**src/rtl/perf_counter_stream_reader.sv**
```systemverilog
// Snapshot reader for the event counter bank: captures counters plus
// overflow map and streams them as one AXI-Stream frame (PEC_STREAM_HEADER_EN adds a header beat).
module perf_counter_stream_reader #(
   parameter int NUM_COUNTERS     = 115,
   parameter int COUNTER_WIDTH    = 7,
   parameter int DATA_WIDTH       = 64,
   parameter int DROP_COUNT_WIDTH = 16
) (
   input  logic                                  clk,
   input  logic                                  rst_n,
   input  logic [NUM_COUNTERS*COUNTER_WIDTH-1:0] counters_flat,
   input  logic [NUM_COUNTERS-1:0]               overflow_map,
   input  logic                                  snapshot_req,
   output logic                                  busy,
   output logic [DROP_COUNT_WIDTH-1:0]           drop_count,
   output logic [DATA_WIDTH-1:0]                 m_axis_tdata,
   output logic                                  m_axis_tvalid,
   input  logic                                  m_axis_tready,
   output logic                                  m_axis_tlast
);

   localparam int PAYLOAD_BITS = NUM_COUNTERS*COUNTER_WIDTH + NUM_COUNTERS;
   localparam int NUM_BEATS    = (PAYLOAD_BITS + DATA_WIDTH - 1) / DATA_WIDTH;
   localparam int FRAME_BITS   = NUM_BEATS * DATA_WIDTH;
   localparam int BEAT_W       = (NUM_BEATS > 1) ? $clog2(NUM_BEATS) : 1;
   localparam logic [BEAT_W-1:0] LAST_BEAT = BEAT_W'(NUM_BEATS - 1);

   typedef enum logic [1:0] {
      IDLE   = 2'd0,
`ifdef PEC_STREAM_HEADER_EN
      HEADER = 2'd2,
`endif
      SEND   = 2'd1
   } state_t;

   state_t                state, state_nx;
   logic [FRAME_BITS-1:0] snap;
   logic [BEAT_W-1:0]     beat;
   logic                  hs;
   logic                  capture;
   logic                  last_hs;

   assign hs      = m_axis_tvalid & m_axis_tready;
   assign capture = (state == IDLE) & snapshot_req;
   assign last_hs = (state == SEND) & hs & (beat == LAST_BEAT);

   assign m_axis_tvalid = (state != IDLE);
   assign busy          = (state != IDLE);
   assign m_axis_tlast  = (state == SEND) & (beat == LAST_BEAT);

`ifdef PEC_STREAM_HEADER_EN
   logic [15:0] seq;
   logic [15:0] hdr_drop;
   logic [31:0] dc_ext;
   logic [15:0] drop_sat;

   assign dc_ext   = 32'(drop_count);
   assign drop_sat = (|dc_ext[31:16]) ? 16'hFFFF : dc_ext[15:0];

   assign m_axis_tdata =
      (state == HEADER) ? DATA_WIDTH'({16'(NUM_BEATS), hdr_drop, seq}) :
      (state == SEND)   ? snap[DATA_WIDTH-1:0] : '0;

   // Header fields: drop count frozen at capture, sequence bumps per frame
   always_ff @(posedge clk or negedge rst_n) begin
      if (!rst_n) begin
         seq      <= '0;
         hdr_drop <= '0;
      end else begin
         if (capture) hdr_drop <= drop_sat;
         if (last_hs) seq <= seq + 16'd1;
      end
   end
`else
   assign m_axis_tdata = (state == SEND) ? snap[DATA_WIDTH-1:0] : '0;
`endif

   // State register
   always_ff @(posedge clk or negedge rst_n) begin
      if (!rst_n) state <= IDLE;
      else        state <= state_nx;
   end

   // Next-state logic
   always_comb begin
      state_nx = state;
      unique case (state)
         IDLE: begin
`ifdef PEC_STREAM_HEADER_EN
            if (snapshot_req) state_nx = HEADER;
`else
            if (snapshot_req) state_nx = SEND;
`endif
         end
`ifdef PEC_STREAM_HEADER_EN
         HEADER: if (hs) state_nx = SEND;
`endif
         SEND: if (last_hs) state_nx = IDLE;
         default: state_nx = IDLE;
      endcase
   end

   // Holding register shifts one beat down per payload handshake
   always_ff @(posedge clk or negedge rst_n) begin
      if (!rst_n) begin
         snap <= '0;
         beat <= '0;
      end else if (capture) begin
         snap <= FRAME_BITS'({overflow_map, counters_flat});
         beat <= '0;
      end else if ((state == SEND) && hs) begin
         snap <= snap >> DATA_WIDTH;
         beat <= (beat == LAST_BEAT) ? '0 : beat + BEAT_W'(1);
      end
   end

   // Saturating count of requests arriving while a frame is in flight
   always_ff @(posedge clk or negedge rst_n) begin
      if (!rst_n) begin
         drop_count <= '0;
      end else if (snapshot_req && (state != IDLE) && (drop_count != '1)) begin
         drop_count <= drop_count + DROP_COUNT_WIDTH'(1);
      end
   end

endmodule

```
**config.mk**
```make
export PLATFORM = sky130hd
export DESIGN_NAME = perf_counter_stream_reader
export DESIGN_NICKNAME = d
export VERILOG_FILES = /design/src/rtl/perf_counter_stream_reader.sv
export SDC_FILE = /design/constraint.sdc
export NUM_CORES = 2
export LEC_CHECK = 0
export ABC_AREA = 1
export CAP_MARGIN = 0
export CELL_PAD_IN_SITES_DETAIL_PLACEMENT = 1
export CELL_PAD_IN_SITES_GLOBAL_PLACEMENT = 2
export CORE_UTILIZATION = 29
export DETAILED_ROUTE_END_ITERATION = 8
export MAX_ROUTING_LAYER = met4
export PLACE_DENSITY = 0.85
export SYNTH_ARGS = -nofsm -noshare
export SYNTH_HDL_FRONTEND = slang
export SYNTH_SLANG_ARGS = --single-unit
```
**constraint.sdc**
```tcl
create_clock -name clk -period 1.7 [get_ports clk]
set_input_delay 0.425 -clock clk [delete_from_list [all_inputs] [get_ports clk]]
set_output_delay 0.425 -clock clk [all_outputs]
set_load 0.03 [all_outputs]
```
==> summary.txt <==
Final layout
  – Share of cells above drive strength 1: 14.64%
  – Register area: 23560 µm²
  – Final std cells w/o fill: 8612
  – Area occupied by multi-input gates: 15290 µm²
  – Final net count: 7377
  – Area growth from synthesis to layout: 53.47%
  – Fillers: 17000

Placement
  – DP HPWL: 150900 µm
  – Placer congestion estimate: 0.9460
  – Port bufs: 1006
  – Post-Place Setup Slack: -729.6 ps
  – Placed Cells: 8128

Setup path
  – Reg2Reg Depth: 10
  – Critical Path AT: 1860 ps
  – CP Class: reg2out
  – CP Max Fanout: 6
  – Crit. End Element: output pin
  – Worst path required time: 1270 ps
  – Startpoint Class: flop

Global routing
  – GRT overflow: 0
  – Vias in the first global route: 45170
  – Pin count of the biggest net entering global routing: 68
  – Wire length of the first global-routing pass: 304900 µm
  – Antenna violations before repair: 159
  – Total routing usage reported by global routing: 28.15%

Floorplanning
  – Core Rows: 141
  – I/O pin cnt: 1007
  – Starting Density: 29.26%
  – Total die area: 150900 µm²
  – Die X: 388.4 µm
  – Core area: 148000 µm²
  – Die Ht: 388.4 µm

Logic synthesis
  – Ys Warns: 0
  – Synth top area share: 54.38%
  – Post-synth top cells: o21ai_0 (1772), dfrtp_1 (941), inv_1 (938), o21ai_1 (805), nand2_1 (327)
  – Syn Nets: 6170
  – Synth cell types: 21
  – Ys flop type: dfrtp_1
  – Cell with the most instances after synthesis: o21ai_0
  – Mapped cell area: 43310 µm²
  – Post-synth ARST share: 100.0%
  – Syn Inst Count: 5243
  – Syn Area/Cell: 8.260 µm²
  – Count of flip-flops with a built-in enable after synthesis: 0
  – Synth Register Bits: 941
  – Sequential share of the synthesized area: 54.38%
  – Dominant cells by area after synthesis: dfrtp_1 (54%), o21ai_0 (20%), o21ai_1 (9.3%)
  – Yosys top cell by area: dfrtp_1

Pwr
  – Leak: 0.02899 µW
  – Power Density: 1352 nW/µm²
  – Max rail drop VDD: 0.0008577 V
  – Design Power: 89870 µW

STA
  – Unrepaired setup endpoints after global routing: true
  – Minimum clock period: 2282 ps
  – Final setup fails: 1019
  – Fmax: 438.2 MHz
  – Slew Viols, Final: 0
  – Hold Fails Final Rpt: 0
  – Setup WS post-layout: -582.1 ps
  – Hold WS: 242.3 ps
  – Tcrit/Tclk final: 134.2%
  – Setup Skew: 63.47 ps
  – Worst slew pin tran: 603.5 ps
  – Worst rel slew slack: 59.64%

Clocking
  – Clk root buf: clkbuf_16
  – CTS Buf Count: 110
  – CTS Buffer Depth: 3
  – Clock Sink Count: 941
  – Clk pin slew, worst setup/hold paths: 60 ps
  – Clk_lat worst skew: 740 ps
  – CTS tree: done
  – H-tree levels: 3

Routing
  – Number of routed nets with antenna violations: 0
  – DRC viols: 0
  – Number of DRC markers in iteration 0: 3058
  – Via count: 43660
  – WL final: 218400 µm
  – Detailed Routing Iterations Pass 1: 6
  – Routed len/inst: 25.36 µm
  – Vias per inst: 5.070

Run
  – Maxcap violations: 0

Run status
  – Violated checks: setup timing
  – Status: finished, violations left

Min path
  – Hold Crit Depth: 3
  – Worst Hold Class: in2reg
==> path summary, 6_finish.rpt <==
kind                                       start          endpoint  slack, ps
worst max-delay path                    state[0]  m_axis_tdata[37]       -580
worst min-delay path            overflow_map[64]         snap[869]        240
worst max register to register          state[0]         snap[314]       -500
worst min register to register          snap[52]          snap[52]        480
max in group asynchronous                  rst_n         snap[898]        590
min in group asynchronous                  rst_n         snap[125]        330
==> cell families after synthesis <==
group	share of synthesized area, %
AOI/OAI and AO/OA	29.83
buffers and inverters	12.30
DFF	54.38
and+or+nand+nor	3.288
xor gates and xnor gates	0.1214
adders and majority gates	0.08669
==> registers in the layout, indices dropped and copies added, names as in the netlist <==
signal,cells
beat,4
drop_count,16
snap,920
state,1
==> metrics by stage <==
step	cell area, µm²	utilization (%)	setup TNS (ps)
floorplan	43310	-	-3267
global placement	57940	39.15	-476850
detailed placement	57940	39.15	-500410
CTS	64450	43.54	-225580
global route	66450	44.89	-350160
finish	66460	44.90	-281470
==> final cells by class <==
class / instances / area share (%)
antenna: 143 / 0.5384
multi-input combinational: 2960 / 23.01
inverter: 941 / 5.409
clock inverter: 33 / 1.017
clock buffer: 168 / 4.865
tap: 1930 / 3.633
sequential: 941 / 35.45
timing repair buffer: 1496 / 26.08
==> critical path: stages (launching register included) <==
cell and delay [ps]:
dfrtp_2 410, buf_12 160, buf_12 160, buf_16 170
nand2_4 70, inv_4 30, buf_12 130
==> power by group <==
group | switching [µW] | total [µW] | internal, µW
clock network | 10200 | 25800 | 15500
registers | 2590 | 32800 | 30200
logic | 18500 | 31300 | 12800
==> cells in the final DEF, fill, tap and decap left out, types with 5 or more instances in the layout <==
cell type / synthesis / routed
o21ai_0: 1772 / 1589
dfrtp_1: 941 / 932
clkdlybuf4s50_1: 0 / 922
o21ai_1: 805 / 892
inv_1: 938 / 886
nand2_1: 327 / 277
buf_4: 13 / 256
diode_2: 0 / 143
clkbuf_16: 0 / 138
buf_12: 0 / 120
buf_6: 0 / 86
o21ai_2: 0 / 83
buf_16: 0 / 53
inv_2: 3 / 41
nand2_4: 0 / 35
clkbuf_1: 195 / 34
nor2_1: 24 / 22
clkbuf_8: 0 / 22
buf_8: 0 / 20
bufinv_16: 0 / 16
o21ai_4: 0 / 13
bufbuf_16: 0 / 12
nand2_2: 0 / 11
inv_4: 0 / 10
clkinv_2: 0 / 9
dfrtp_2: 0 / 9
nand3_1: 9 / 8
nand2_8: 0 / 5
==> metal layers <==
| layer | GRT usage [%] | vias up | part of all wire (%) |
|---|---|---|---|
| met1 | 32.92 | 21970 | 40 |
| met3 | 7.930 | 367 | 7.3 |
| li1 | - | 19890 | - |
| met4 | 12.04 | 0 | 4.4 |
| met5 | - | - | 0 |
| met2 | 45.15 | 1437 | 49 |
==> timing repair <==
action,CTS,global route
endpoints found under the hold margin,34,0
resized for setup,540,252
endpoints found under the setup margin,489,1020
pin swaps,11,2
gates cloned,37,34
hold buffers,1,0
buffers inserted,49,28
Note: power is estimated with default switching activity, not from simulation.
